### src/rtl/uart6551_dmac_pkg.sv
// uart6551_dmac_pkg: shared types and constants for the uart6551 DMA sequencer.
// Holds the sequencer state enum, slave register indices and CTRL/STAT bit positions.
// Also defines the per-channel pointer struct and the byte-lane select helper.
package uart6551_dmac_pkg;

  typedef enum logic [2:0] {
    ST_IDLE,
    ST_RX_RD,
    ST_RX_WR,
    ST_TX_RD,
    ST_TX_WR,
    ST_GAP
  } state_t;

  localparam logic [2:0] REG_TXADR = 3'd0;
  localparam logic [2:0] REG_TXCNT = 3'd1;
  localparam logic [2:0] REG_RXADR = 3'd2;
  localparam logic [2:0] REG_RXCNT = 3'd3;
  localparam logic [2:0] REG_CTRL  = 3'd4;

  localparam int CTRL_TX_EN   = 0;
  localparam int CTRL_RX_EN   = 1;
  localparam int CTRL_TX_IE   = 2;
  localparam int CTRL_RX_IE   = 3;
  localparam int CTRL_TX_DONE = 8;
  localparam int CTRL_RX_DONE = 9;
  localparam int CTRL_BUS_ERR = 10;

  // Buffer pointer of one channel: next byte address and bytes remaining.
  typedef struct packed {
    logic [31:0] adr;
    logic [15:0] cnt;
  } chan_t;

  // One-hot Wishbone byte-lane select for a byte address.
  function automatic logic [3:0] lane_sel(input logic [1:0] a);
    return 4'b0001 << a;
  endfunction

endpackage

### src/rtl/uart6551_dmac_regs.sv
// uart6551_dmac_regs: Wishbone slave register file (TXADR/TXCNT/RXADR/RXCNT/CTRL) with W1C status.
// Latency: ack one cycle after request, read data valid with ack, writes commit on the ack edge.
// Backpressure: none; every request is acked after one cycle, a slave write overrides same-cycle sequencer updates.
// Ports: req/we/adr/wdat/ack/rdat slave side; tx_step/rx_step/err_set sequencer updates;
//        tx/rx pointers, tx_en/rx_en to the sequencer; irq registered interrupt.
module uart6551_dmac_regs
  import uart6551_dmac_pkg::*;
(
  input  logic        clk,
  input  logic        rst,
  input  logic        req,
  input  logic        we,
  input  logic [2:0]  adr,
  input  logic [31:0] wdat,
  output logic        ack,
  output logic [31:0] rdat,
  input  logic        tx_step,
  input  logic        rx_step,
  input  logic        err_set,
  output chan_t       tx,
  output chan_t       rx,
  output logic        tx_en,
  output logic        rx_en,
  output logic        irq
);

  logic        tx_ie, rx_ie, tx_done, rx_done, bus_err;
  logic        wr;
  logic [31:0] rd_mux;

  assign wr = req & ack & we;

  always_comb begin
    rd_mux = '0;
    case (adr)
      REG_TXADR: rd_mux = tx.adr;
      REG_TXCNT: rd_mux = {16'h0, tx.cnt};
      REG_RXADR: rd_mux = rx.adr;
      REG_RXCNT: rd_mux = {16'h0, rx.cnt};
      REG_CTRL: begin
        rd_mux[CTRL_TX_EN]   = tx_en;
        rd_mux[CTRL_RX_EN]   = rx_en;
        rd_mux[CTRL_TX_IE]   = tx_ie;
        rd_mux[CTRL_RX_IE]   = rx_ie;
        rd_mux[CTRL_TX_DONE] = tx_done;
        rd_mux[CTRL_RX_DONE] = rx_done;
        rd_mux[CTRL_BUS_ERR] = bus_err;
      end
      default: rd_mux = '0;
    endcase
  end

  // Later assignments in this block take priority: sequencer updates,
  // then empty-channel auto-complete, then bus error, then the slave write.
  always_ff @(posedge clk) begin
    if (rst) begin
      ack     <= 1'b0;
      rdat    <= '0;
      irq     <= 1'b0;
      tx      <= '0;
      rx      <= '0;
      tx_en   <= 1'b0;
      rx_en   <= 1'b0;
      tx_ie   <= 1'b0;
      rx_ie   <= 1'b0;
      tx_done <= 1'b0;
      rx_done <= 1'b0;
      bus_err <= 1'b0;
    end else begin
      ack  <= req & ~ack;
      rdat <= (req & ~ack) ? rd_mux : '0;
      irq  <= (tx_done & tx_ie) | (rx_done & rx_ie) | bus_err;

      if (tx_step) begin
        tx.adr <= tx.adr + 32'd1;
        if (tx.cnt != 16'd0) tx.cnt <= tx.cnt - 16'd1;
        if (tx.cnt <= 16'd1) begin
          tx_en   <= 1'b0;
          tx_done <= 1'b1;
        end
      end
      if (rx_step) begin
        rx.adr <= rx.adr + 32'd1;
        if (rx.cnt != 16'd0) rx.cnt <= rx.cnt - 16'd1;
        if (rx.cnt <= 16'd1) begin
          rx_en   <= 1'b0;
          rx_done <= 1'b1;
        end
      end

      // An enabled channel with nothing to move completes without a bus cycle.
      if (tx_en && tx.cnt == 16'd0) begin
        tx_en   <= 1'b0;
        tx_done <= 1'b1;
      end
      if (rx_en && rx.cnt == 16'd0) begin
        rx_en   <= 1'b0;
        rx_done <= 1'b1;
      end

      if (err_set) begin
        bus_err <= 1'b1;
        tx_en   <= 1'b0;
        rx_en   <= 1'b0;
      end

      if (wr) begin
        case (adr)
          REG_TXADR: tx.adr <= wdat;
          REG_TXCNT: tx.cnt <= wdat[15:0];
          REG_RXADR: rx.adr <= wdat;
          REG_RXCNT: rx.cnt <= wdat[15:0];
          REG_CTRL: begin
            tx_en <= wdat[CTRL_TX_EN];
            rx_en <= wdat[CTRL_RX_EN];
            tx_ie <= wdat[CTRL_TX_IE];
            rx_ie <= wdat[CTRL_RX_IE];
            if (wdat[CTRL_TX_DONE]) tx_done <= 1'b0;
            if (wdat[CTRL_RX_DONE]) rx_done <= 1'b0;
            if (wdat[CTRL_BUS_ERR]) bus_err <= 1'b0;
          end
          default: ;
        endcase
      end
    end
  end

endmodule

### src/rtl/uart6551_dmac.sv
// uart6551_dmac: byte DMA sequencer moving UART RX bytes to memory and memory bytes to UART TX.
// Latency: cyc/stb rise the cycle after a channel is pending; one byte = read, GAP, write in one tenure.
// Backpressure: m_stb_o held until m_ack_i/m_err_i; the UART DRQ is ignored for pGuard cycles after access.
// Ports: clk_i/rst_i; cs_i/cyc_i/stb_i/we_i/adr_i/dat_i/dat_o/ack_o slave; m_* Wishbone master;
//        rxDRQ_i/txDRQ_i level requests from the UART; irq_o registered interrupt.
module uart6551_dmac
  import uart6551_dmac_pkg::*;
#(
  parameter logic [31:0] pUartBase = 32'hFFDC0A00,
  parameter int          pGuard    = 4
) (
  input  logic        clk_i,
  input  logic        rst_i,
  input  logic        cs_i,
  input  logic        cyc_i,
  input  logic        stb_i,
  output logic        ack_o,
  input  logic        we_i,
  input  logic [4:2]  adr_i,
  input  logic [31:0] dat_i,
  output logic [31:0] dat_o,
  output logic        m_cyc_o,
  output logic        m_stb_o,
  output logic        m_we_o,
  output logic [3:0]  m_sel_o,
  output logic [31:0] m_adr_o,
  output logic [31:0] m_dat_o,
  input  logic        m_ack_i,
  input  logic        m_err_i,
  input  logic [31:0] m_dat_i,
  input  logic        rxDRQ_i,
  input  logic        txDRQ_i,
  output logic        irq_o
);

  localparam logic [3:0] GUARD = 4'(pGuard);

  state_t      state, nxt;
  chan_t       tx, rx;
  logic        tx_en, rx_en;
  logic        tx_step, rx_step, err_set;
  logic        rx_pend, tx_pend, rx_win, tx_win;
  logic        last_rx;   // 1: RX was the channel served most recently
  logic        gap_tx;    // GAP leads into TX_WR rather than RX_WR
  logic        done_ph;   // current bus phase terminated without error
  logic [31:0] cur_adr;
  logic [7:0]  byte_q;
  logic [3:0]  rx_guard, tx_guard;

  uart6551_dmac_regs u_regs (
    .clk     (clk_i),
    .rst     (rst_i),
    .req     (cs_i & cyc_i & stb_i),
    .we      (we_i),
    .adr     (adr_i),
    .wdat    (dat_i),
    .ack     (ack_o),
    .rdat    (dat_o),
    .tx_step (tx_step),
    .rx_step (rx_step),
    .err_set (err_set),
    .tx      (tx),
    .rx      (rx),
    .tx_en   (tx_en),
    .rx_en   (rx_en),
    .irq     (irq_o)
  );

  assign rx_pend = rx_en && (rx.cnt != 16'd0) && rxDRQ_i && (rx_guard == 4'd0);
  assign tx_pend = tx_en && (tx.cnt != 16'd0) && txDRQ_i && (tx_guard == 4'd0);
  // On a tie the channel not served last goes first.
  assign rx_win  = rx_pend && (!tx_pend || !last_rx);
  assign tx_win  = tx_pend && !rx_win;
  assign done_ph = m_ack_i && !m_err_i;

  always_ff @(posedge clk_i) begin
    if (rst_i) state <= ST_IDLE;
    else       state <= nxt;
  end

  always_comb begin
    nxt     = state;
    m_cyc_o = 1'b0;
    m_stb_o = 1'b0;
    m_we_o  = 1'b0;
    m_sel_o = 4'b0000;
    m_adr_o = '0;
    m_dat_o = '0;
    tx_step = 1'b0;
    rx_step = 1'b0;
    err_set = 1'b0;
    case (state)
      ST_IDLE: begin
        if (rx_win)      nxt = ST_RX_RD;
        else if (tx_win) nxt = ST_TX_RD;
      end
      ST_RX_RD: begin
        m_cyc_o = 1'b1;
        m_stb_o = 1'b1;
        m_sel_o = 4'b0001;
        m_adr_o = pUartBase;
        if (m_err_i)      begin err_set = 1'b1; nxt = ST_IDLE; end
        else if (m_ack_i) nxt = ST_GAP;
      end
      ST_RX_WR: begin
        m_cyc_o = 1'b1;
        m_stb_o = 1'b1;
        m_we_o  = 1'b1;
        m_sel_o = lane_sel(cur_adr[1:0]);
        m_adr_o = cur_adr;
        m_dat_o = {4{byte_q}};
        if (m_err_i)      begin err_set = 1'b1; nxt = ST_IDLE; end
        else if (m_ack_i) begin rx_step = 1'b1; nxt = ST_IDLE; end
      end
      ST_TX_RD: begin
        m_cyc_o = 1'b1;
        m_stb_o = 1'b1;
        m_sel_o = lane_sel(cur_adr[1:0]);
        m_adr_o = cur_adr;
        if (m_err_i)      begin err_set = 1'b1; nxt = ST_IDLE; end
        else if (m_ack_i) nxt = ST_GAP;
      end
      ST_TX_WR: begin
        m_cyc_o = 1'b1;
        m_stb_o = 1'b1;
        m_we_o  = 1'b1;
        m_sel_o = 4'b0001;
        m_adr_o = pUartBase;
        m_dat_o = {24'h0, byte_q};
        if (m_err_i)      begin err_set = 1'b1; nxt = ST_IDLE; end
        else if (m_ack_i) begin tx_step = 1'b1; nxt = ST_IDLE; end
      end
      ST_GAP: begin
        // Keep the bus tenure between the read and write phases.
        m_cyc_o = 1'b1;
        nxt     = gap_tx ? ST_TX_WR : ST_RX_WR;
      end
      default: nxt = ST_IDLE;
    endcase
  end

  always_ff @(posedge clk_i) begin
    if (rst_i) begin
      last_rx  <= 1'b0;
      gap_tx   <= 1'b0;
      cur_adr  <= '0;
      byte_q   <= '0;
      rx_guard <= '0;
      tx_guard <= '0;
    end else begin
      if (rx_guard != 4'd0) rx_guard <= rx_guard - 4'd1;
      if (tx_guard != 4'd0) tx_guard <= tx_guard - 4'd1;
      case (state)
        ST_IDLE: begin
          if (rx_win) begin
            cur_adr <= rx.adr;
            last_rx <= 1'b1;
            gap_tx  <= 1'b0;
          end else if (tx_win) begin
            cur_adr <= tx.adr;
            last_rx <= 1'b0;
            gap_tx  <= 1'b1;
          end
        end
        ST_RX_RD: if (done_ph) begin
          byte_q   <= m_dat_i[7:0];
          rx_guard <= GUARD;
        end
        ST_TX_RD: if (done_ph) byte_q <= m_dat_i[{cur_adr[1:0], 3'b000} +: 8];
        ST_TX_WR: if (done_ph) tx_guard <= GUARD;
        default: ;
      endcase
    end
  end

endmodule

### config.mk
export PLATFORM = sky130hd
export DESIGN_NAME = uart6551_dmac
export DESIGN_NICKNAME = d
export VERILOG_FILES = /design/src/rtl/uart6551_dmac_pkg.sv /design/src/rtl/uart6551_dmac_regs.sv /design/src/rtl/uart6551_dmac.sv
export SDC_FILE = /design/constraint.sdc
export NUM_CORES = 1
export LEC_CHECK = 0
export CAP_MARGIN = 15
export CORE_MARGIN = 2
export CORE_UTILIZATION = 43
export CTS_BUF_LIST = sky130_fd_sc_hd__clkbuf_16
export CTS_CLUSTER_SIZE = 30
export DETAILED_ROUTE_END_ITERATION = 10
export DONT_BUFFER_PORTS = 1
export PLACE_DENSITY = 0.68
export SYNTH_ARGS = -nofsm -noshare
export SYNTH_HDL_FRONTEND = slang
export SYNTH_SLANG_ARGS = --single-unit
### constraint.sdc
create_clock -name clk_i -period 3.23 [get_ports clk_i]
set_input_delay 0.323 -clock clk_i [delete_from_list [all_inputs] [get_ports clk_i]]
set_output_delay 0.323 -clock clk_i [all_outputs]
set_load 0.02 [all_outputs]
==> flow_summary.yaml, run 1 <==
layout:
  nets: 1270
  final_cell_mix: "dfxtp_1 (190), nor2_1 (161), a211oi_1 (114)"
  final_common_cell: "dfxtp_1"
  synthToLayoutAreaGrowth_pct: 7.30
  final_util_pct: 46.7
  layout-drive-gt1-share_pct: 7.43
  n_antenna_cell: 0
  final_area_sq_um: 11300
  fill_cells: 2352
synthesis:
  yosysUniqueCellTypes: 61
  synth_edf_count: 0
  synth_cells: 1251
  yosys-top-cells-area: "dfxtp_1 (36%), a211oi_1 (8.2%), nor2_1 (5.8%)"
  ys_seq_elements: 190
  yosys.area.top_type: "dfxtp_1"
  synthArstFlopShare_pct: 0
  yosys_warnings: 0
  mappedNetlistArea_sq_um: 10500
  ys.flop_type: "dfxtp_1"
  avgSynthCellArea_sq_um: 8.39
  synth_nets: 1336
  synth_top_area_share_pct: 36.2
  synth-seq-area-share_pct: 36.2
worst_hold_path:
  hold_class: "primary input to flop"
  hold_depth: 2
sta:
  tightest_slew_ns: 0.895
  grt_setup_unrepaired: "no"
  fin_skew_ns: 0.0116
  max_freq_ghz: 0.359
  fin_crit_sh_pct: 86.2
  period_minus_slack_ns: 2.78
  slew_violations: 0
  setup_tns_ns: 0
  setup_violations: 0
  hold_viol: 0
  holdWs_ns: 0.0223
  timing.slew.headroom_pct: 40.3
cts:
  clock-sinks: 190
  cts_made_buffers: 17
  cts-resized-gates: 0
  cts_tree: "built"
  root_buffer: "clkbuf_16"
  cts_setup_buffers: 0
  insertion_delay_ns: 0.45
  htreeDepth: 4
  clock_path_buffers: 2
  clk_pin_slew_worst_paths_ns: 0.07
routing:
  drtPass1Iterations: 7
  vias: 9689
  drc: 0
  drt-initial-drc-count: 948
  postRouteAntennaNets: 0
  wire_per_inst_um: 22.0
  drt-total-wl_mm: 33.4
  avgViaCountPerCell: 6.37
setup_path:
  crit_type: "flop to flop"
  slowest_delay_ns: 0.71
  setup.worst_path.end_class: "flop"
  slowest_stage: "and2_1"
  crit_required_ns: 3.56
  cp-start-kind: "flop"
  path_cells: "inv_1, ha_1, nor3b_1, a41oi_1, and2_1, nor4b_1, a211o_1"
  worstPathArrival_ns: 3.12
  crit_fanout: 19
  ff2ff_path_depth: 7
floorplan:
  ios: 182
  start_util_pct: 43.5
  core-area_sq_um: 24100
  chipWidth_um: 160
  rows: 57
  die_h_um: 160
  die-area_sq_um: 25700
place:
  gp_congestion: 0.880
  place_area_sq_um: 10600
  hpwl_mm: 22.8
  io_buffers: 0
run_status:
  status: "finished clean"
global_routing:
  antenna_found_initial: 0
  grt_pass1_vias: 9096
  grt_usage_pct: 25.5
  gr-total-overflow: 0
  grt_max_degree: 122
  grt_pass1_wl_mm: 51.9
job:
  drv_cap: 0
power:
  p_leak_uw: 0.00382
  p_per_area_nw_per_um2: 431
  total_power_uw: 4850
  ir_worst_vdd_v: 0.000250
[Yosys cell counts, types with 11 or more instances]
master and number:
a211o_1 18, a211oi_1 114, a21o_1 14, a21oi_1 57
a22oi_1 22, and2_1 42, and3_1 15, buf_2 12
buf_4 18, clkbuf_1 85, dfxtp_1 190, inv_1 29
mux2i_1 17, nand2_1 45, nand2b_1 11, nand3_1 37
nand4_1 44, nand4b_1 32, nor2_1 161, nor2b_1 14
nor3_1 23, nor3b_1 11, nor4_1 14, nor4b_1 37
xnor2_1 42, xor2_1 47
[where the power goes]
| group | total, uW | switching (uW) | internal, uW |
|---|---|---|---|
| clock network | 2130 | 1040 | 1090 |
| logic | 319 | 172 | 147 |
| registers | 2410 | 27.7 | 2380 |
| total | 4850 | 1240 | 3620 |
[worst paths after layout]
kind / start / endpoint / slack (ns)
worst min register to register: byte_q[5]$_SDFFE_PP0P_ / byte_q[5]$_SDFFE_PP0P_ / 0.47
worst max-delay path: u_regs.rx[0]$_SDFF_PP0_ / cur_adr[11]$_SDFFE_PP0P_ / 0.45
worst max register to register: u_regs.rx[0]$_SDFF_PP0_ / cur_adr[11]$_SDFFE_PP0P_ / 0.45
worst min-delay path: dat_i[2] / u_regs.tx_ie$_SDFFE_PP0P_ / 0.02
[flip-flops by register name (all words and copies together) (netlist names)]
signal and cells:
u_regs.bus_err 1, last_rx 1, byte_q 8, u_regs.rdat 32, cur_adr 32, u_regs.irq 1, u_regs.rx_en 1, state 3
u_regs.rx_ie 1, gap_tx 1, u_regs.rx 48, u_regs.tx_done 1, tx_guard 4, u_regs.tx_en 1, u_regs.tx_ie 1, rx_guard 4
u_regs.ack 1, u_regs.tx 48, u_regs.rx_done 1
[cell type report]
type	count	area, sq um	share of cell area [%]
timing repair buffer	34	288	2.56
clock buffer	17	425	3.78
tap	324	405	3.60
inverter	29	109	0.967
sequential	190	3800	33.8
multi-input combinational	913	6070	53.9
clock inverter	15	156	1.39
[stage by stage]
stage	std cells	worst slack, ns
global placement	1484	0.621
global route	1522	0.304
detailed placement	1484	0.531
CTS	1521	0.511
floorplan	1251	0.916
finish	1522	0.447
[kinds of logic after synthesis]
kind of cell	share of synthesized area [%]
adder cells (fa/ha/maj)	0.954
flip-flops	36.2
buffers and inverters	6.15
AND/OR/NAND/NOR	27.9
multiplexers	1.84
XOR/XNOR	7.43
AO/OA/AOI/OAI	19.4
[timing repair]
item / in CTS / in global routing
hold endpoints to repair: 124 / 2
setup endpoints to repair: 0 / 0
hold buffers: 5 / 1
[critical path, delay by kind of cell (launching register included)]
family	cells	cell delay [ns]
buffers and inverters	1	0.09
AO/OA/AOI/OAI	2	0.91
adder cells (fa/ha/maj)	1	0.24
AND/OR/NAND/NOR	3	1.03
flip-flops	1	0.40
[layer usage]
metal | share of wire [%] | wire, um | global-route usage [%]
met5 | 0 | 0 | 0
met4 | 4.0 | 1350 | 11.3
met3 | 8.4 | 2800 | 5.92
met2 | 46 | 15500 | 41.1
met1 | 41 | 13800 | 32.6
Power figures use the tool's default switching activity.
==> inputs of run 2 (changes only) <==
--- a/config.mk
+++ b/config.mk
@@ -11,8 +11,7 @@
 export CTS_BUF_LIST = sky130_fd_sc_hd__clkbuf_16
 export CTS_CLUSTER_SIZE = 30
 export DETAILED_ROUTE_END_ITERATION = 10
-export DONT_BUFFER_PORTS = 1
-export PLACE_DENSITY = 0.68
+export PLACE_DENSITY = 0.77
 export SYNTH_ARGS = -nofsm -noshare
 export SYNTH_HDL_FRONTEND = slang
 export SYNTH_SLANG_ARGS = --single-unit
==> flow_summary.yaml, run 2 (synthesis results as in run 1) <==
sta:
  holdWs_ns: 0.322
  timing.slew.headroom_pct: 44.0
  grt_setup_unrepaired: "no"
  setup_ws_ns: 0.373
  tightest_slew_ns: 0.840
  hold_viol: 0
  setup_tns_ns: 0
  slew_violations: 0
  setup_violations: 0
  fin_skew_ns: 0.0117
  fin_crit_sh_pct: 88.5
  period_minus_slack_ns: 2.86
  max_freq_ghz: 0.350
place:
  dp.cells: 1677
  place_area_sq_um: 12500
  io_buffers: 181
  gp_congestion: 0.915
  hpwl_mm: 23.4
  dp_slack_ns: 0.528
floorplan:
  chipWidth_um: 160
  start_util_pct: 43.5
  ios: 182
  die_h_um: 160
  rows: 57
  die-area_sq_um: 25700
  core-area_sq_um: 24100
cts:
  htreeDepth: 4
  cts_made_buffers: 17
  cts_tree: "built"
  insertion_delay_ns: 0.44
  clk_pin_slew_worst_paths_ns: 0.07
  clock-sinks: 190
  cts-resized-gates: 0
  root_buffer: "clkbuf_16"
  clock_path_buffers: 2
  postCtsHoldBufs: 0
  cts_setup_buffers: 0
setup_path:
  crit_fanout: 33
  crit_type: "flop to output pin"
  setup.worst_path.end_class: "output pin"
  slowest_stage: "clkdlybuf4s50_1"
  worstPathArrival_ns: 2.53
  path_cells: "nor2b_2, buf_4, and2_1, nor2b_1, clkdlybuf4s50_1"
  cp_top_family: "buffers and inverters"
  cp-start-kind: "flop"
  crit_required_ns: 2.91
  slowest_delay_ns: 0.61
  critPathBufInv: 2
layout:
  final_cell_mix: "dfxtp_1 (190), clkdlybuf4s50_1 (180), nor2_1 (161)"
  layout-drive-gt1-share_pct: 6.79
  instances_no_fill: 1708
  final_common_cell: "dfxtp_1"
  reg.largest.list: "u_regs.rx: 48 flops, u_regs.tx: 48 flops"
  nets: 1457
  final_area_sq_um: 13100
  synthToLayoutAreaGrowth_pct: 24.8
  n_antenna_cell: 0
power:
  ir_worst_vdd_v: 0.000296
  p_leak_uw: 0.00450
  p_per_area_nw_per_um2: 382
routing:
  drt-total-wl_mm: 32.9
  drc: 0
  drt-initial-drc-count: 1205
  highest_layer: "met4"
  drtPass1Iterations: 5
  met2WireLength_mm: 15.1
  wire_per_inst_um: 19.3
  avgViaCountPerCell: 5.97
  drt-met1-wl_mm: 14.5
  vias: 10200
  route.met3.wl_mm: 2.29
  postRouteAntennaNets: 0
job:
  drv_cap: 0
global_routing:
  antenna_found_initial: 0
  grt_pass1_vias: 9554
  grt_pass1_wl_mm: 52.2
  grt_max_degree: 101
  grt_usage_pct: 25.3
  gr-total-overflow: 0
run_status:
  status: "finished clean"
worst_hold_path:
  hold_class: "primary input to flop"
run 2: cell count changes in the layout (fill, tap and decap cells not counted), moves of 3 or more:
| cell | change |
|---|---|
| clkdlybuf4s50_1 | +180 |
| clkinv_4 | -3 |
| buf_4 | +11 |
| inv_6 | -3 |
| inv_1 | +3 |
| dlygate4sd3_1 | -5 |
run 2: final cells by class:
class	count	area, sq um
inverter	29	109
multi-input combinational	913	6070
clock buffer	17	425
tap	324	405
clock inverter	14	154
sequential	190	3800
fill	2222	11000
timing repair buffer	221	2130
run 2: per-stage QoR:
step                utilization, %  total power [uW]
floorplan                        -              2700
detailed placement            51.9              2920
global placement              51.9              2910
global route                  54.3              5160
CTS                           54.3              5010
finish                        54.3              5000
run 2: final timing paths:
path	start	endpoint	slack, ns	cells past startpoint
max reg2reg	u_regs.rx[0]$_SDFF_PP0_	cur_adr[14]$_SDFFE_PP0P_	0.49	7
min reg2reg	byte_q[2]$_SDFFE_PP0P_	byte_q[2]$_SDFFE_PP0P_	0.46	2
min	rst_i	u_regs.tx[20]$_SDFF_PP0_	0.32	2
max	state[1]$_SDFFE_PP0P_	m_sel_o[2]	0.37	5
run 2: layer usage:
layer / vias to the layer above / GRT usage (%)
met1: 4814 / 33.4
met5: - / 0
met3: 79 / 4.88
met4: 0 / 8.68
met2: 474 / 41.6
li1: 4828 / -
run 2: worst reg2reg max path: cells and delay by family (launching register included):
kind | cells | cell delay [ns]
DFF | 1 | 0.40
and+or+nand+nor | 3 | 1.07
AOI/OAI and AO/OA | 2 | 0.84
buffers and inverters | 1 | 0.09
adders and majority gates | 1 | 0.24
run 2: report_power, final:
group	internal, uW	switching [uW]
combinational	227	247
clock	1200	918
sequential	2380	26.8
total	3810	1190
==> inputs of run 3 (changes only) <==
--- a/config.mk
+++ b/config.mk
@@ -12,6 +12,7 @@
 export CTS_CLUSTER_SIZE = 30
 export DETAILED_ROUTE_END_ITERATION = 10
 export PLACE_DENSITY = 0.77
+export RECOVER_POWER = 25
 export SYNTH_ARGS = -nofsm -noshare
 export SYNTH_HDL_FRONTEND = slang
 export SYNTH_SLANG_ARGS = --single-unit
==> flow_summary.yaml, run 3 (synthesis results as in run 1) <==
layout:
  nets: 1457
  final_cell_mix: "dfxtp_1 (190), nor2_1 (161), clkdlybuf4s50_1 (143)"
  layout-drive-gt1-share_pct: 6.43
  register_area_sq_um: 3800
  reg.largest.list: "u_regs.rx: 48 flops, u_regs.tx: 48 flops"
  final_common_cell: "dfxtp_1"
  n_antenna_cell: 0
  fill_cells: 2229
  multi_input_area_sq_um: 6060
  synthToLayoutAreaGrowth_pct: 24.6
sta:
  tightest_slew_ns: 1.74
  period_minus_slack_ns: 2.99
  max_freq_ghz: 0.334
  fin_skew_ns: 0.0110
  hold_viol: 0
  slew_violations: 64
  setup_tns_ns: 0
  fin_crit_sh_pct: 92.6
  timing.slew.headroom_pct: -16.3
  setup_violations: 0
  grt_setup_unrepaired: "no"
power:
  p_per_area_nw_per_um2: 382
  ir_worst_vdd_v: 0.000295
  p_leak_uw: 0.00461
  total_power_uw: 5000
floorplan:
  ios: 182
  chipWidth_um: 160
  start_util_pct: 43.5
  core-area_sq_um: 24100
  die_h_um: 160
  die-area_sq_um: 25700
  rows: 57
cts:
  cts_setup_buffers: 0
  clock-sinks: 190
  htreeDepth: 4
  cts-resized-gates: 0
  insertion_delay_ns: 0.44
  clock_path_buffers: 2
  postCtsHoldBufs: 0
  root_buffer: "clkbuf_16"
  cts_made_buffers: 17
  clk_pin_slew_worst_paths_ns: 0.07
  cts_tree: "built"
routing:
  avgViaCountPerCell: 5.97
  drc: 0
  postRouteAntennaNets: 0
  wire_per_inst_um: 19.3
  drtPass1Iterations: 6
  vias: 10200
  drt-initial-drc-count: 1144
  drt-total-wl_mm: 33.0
place:
  io_buffers: 181
  hpwl_mm: 23.4
  gp_congestion: 0.915
run_status:
  violations: "capacitance limit, slew limit"
  status: "finished, violations left"
setup_path:
  slowest_delay_ns: 1.13
  path_cells: "dlygate4sd3_1, nor3b_1, clkbuf_1, a22oi_1, a21oi_1"
  worstPathArrival_ns: 3.34
  crit_fanout: 22
  crit_type: "primary input to flop"
  slowest_stage: "clkbuf_1"
  cp-start-kind: "primary input"
  setup.worst_path.end_class: "flop"
  crit_required_ns: 3.58
global_routing:
  gr-total-overflow: 0
  grt_usage_pct: 25.3
  grt_max_degree: 101
  grt_pass1_vias: 9554
  antenna_found_initial: 0
  grt_pass1_wl_mm: 52.2
worst_hold_path:
  hold_class: "flop to flop"
job:
  drv_cap: 2
-- run 3: cell count changes in the layout (fill, tap and decap cells not counted), sizes merged --
cell | before | now
clkbuf | 17 | 22
clkdlybuf4s50 | 180 | 143
buf | 41 | 36
dlygate4sd3 | 0 | 37
-- run 3: power by group --
group | internal [uW] | switching (uW) | leakage, uW
clock | 1200 | 918 | 0.000284
sequential | 2380 | 26.9 | 0.00153
combinational | 224 | 248 | 0.00279
-- run 3: critical path: cells and delay by family --
kind / cells / cell delay [ns]
buffers and inverters: 2 / 2.01
AND/OR/NAND/NOR: 1 / 0.39
AO/OA/AOI/OAI: 2 / 0.61
-- run 3: final timing paths --
path              cells past startpoint                   endpoint  slack (ns)                     from
setup reg to reg                      7   cur_adr[14]$_SDFFE_PP0P_        0.51  u_regs.rx[0]$_SDFF_PP0_
setup / recovery                      5  u_regs.rdat[8]$_SDFF_PP0_        0.24                 adr_i[3]
hold reg to reg                       2     byte_q[2]$_SDFFE_PP0P_        0.46   byte_q[2]$_SDFFE_PP0P_
hold / removal                        2     byte_q[2]$_SDFFE_PP0P_        0.46   byte_q[2]$_SDFFE_PP0P_
-- run 3: area by class of cell --
| type | count | area share, % |
|---|---|---|
| Multi-Input combinational cell | 913 | 46.4 |
| Timing Repair Buffer | 221 | 16.2 |
| Clock inverter | 14 | 1.18 |
| Sequential cell | 190 | 29.1 |
| Tap cell | 324 | 3.10 |
| Inverter | 29 | 0.832 |
| Clock buffer | 17 | 3.25 |
-- run 3: metal layers --
layer,vias to the layer above,GRT usage (%),routed length [um]
li1,4830,-,-
met1,4823,33.4,14600
met2,471,41.6,15100
met3,74,4.88,2350
met4,0,8.68,971
met5,-,0,0
-- run 3: per-stage QoR --
step                utilization, %  cell area [sq um]  hold WS (ns)  std cells  setup WS, ns
finish                        54.2              13100         0.455       1708         0.239
global route                  54.2              13100         0.478       1708         0.202
CTS                           54.3              13100         0.300       1708         0.362
detailed placement            51.9              12500         0.448       1677         0.528
global placement              51.9              12500         0.446       1677         0.688
floorplan                        -              10500         0.420       1251         0.916
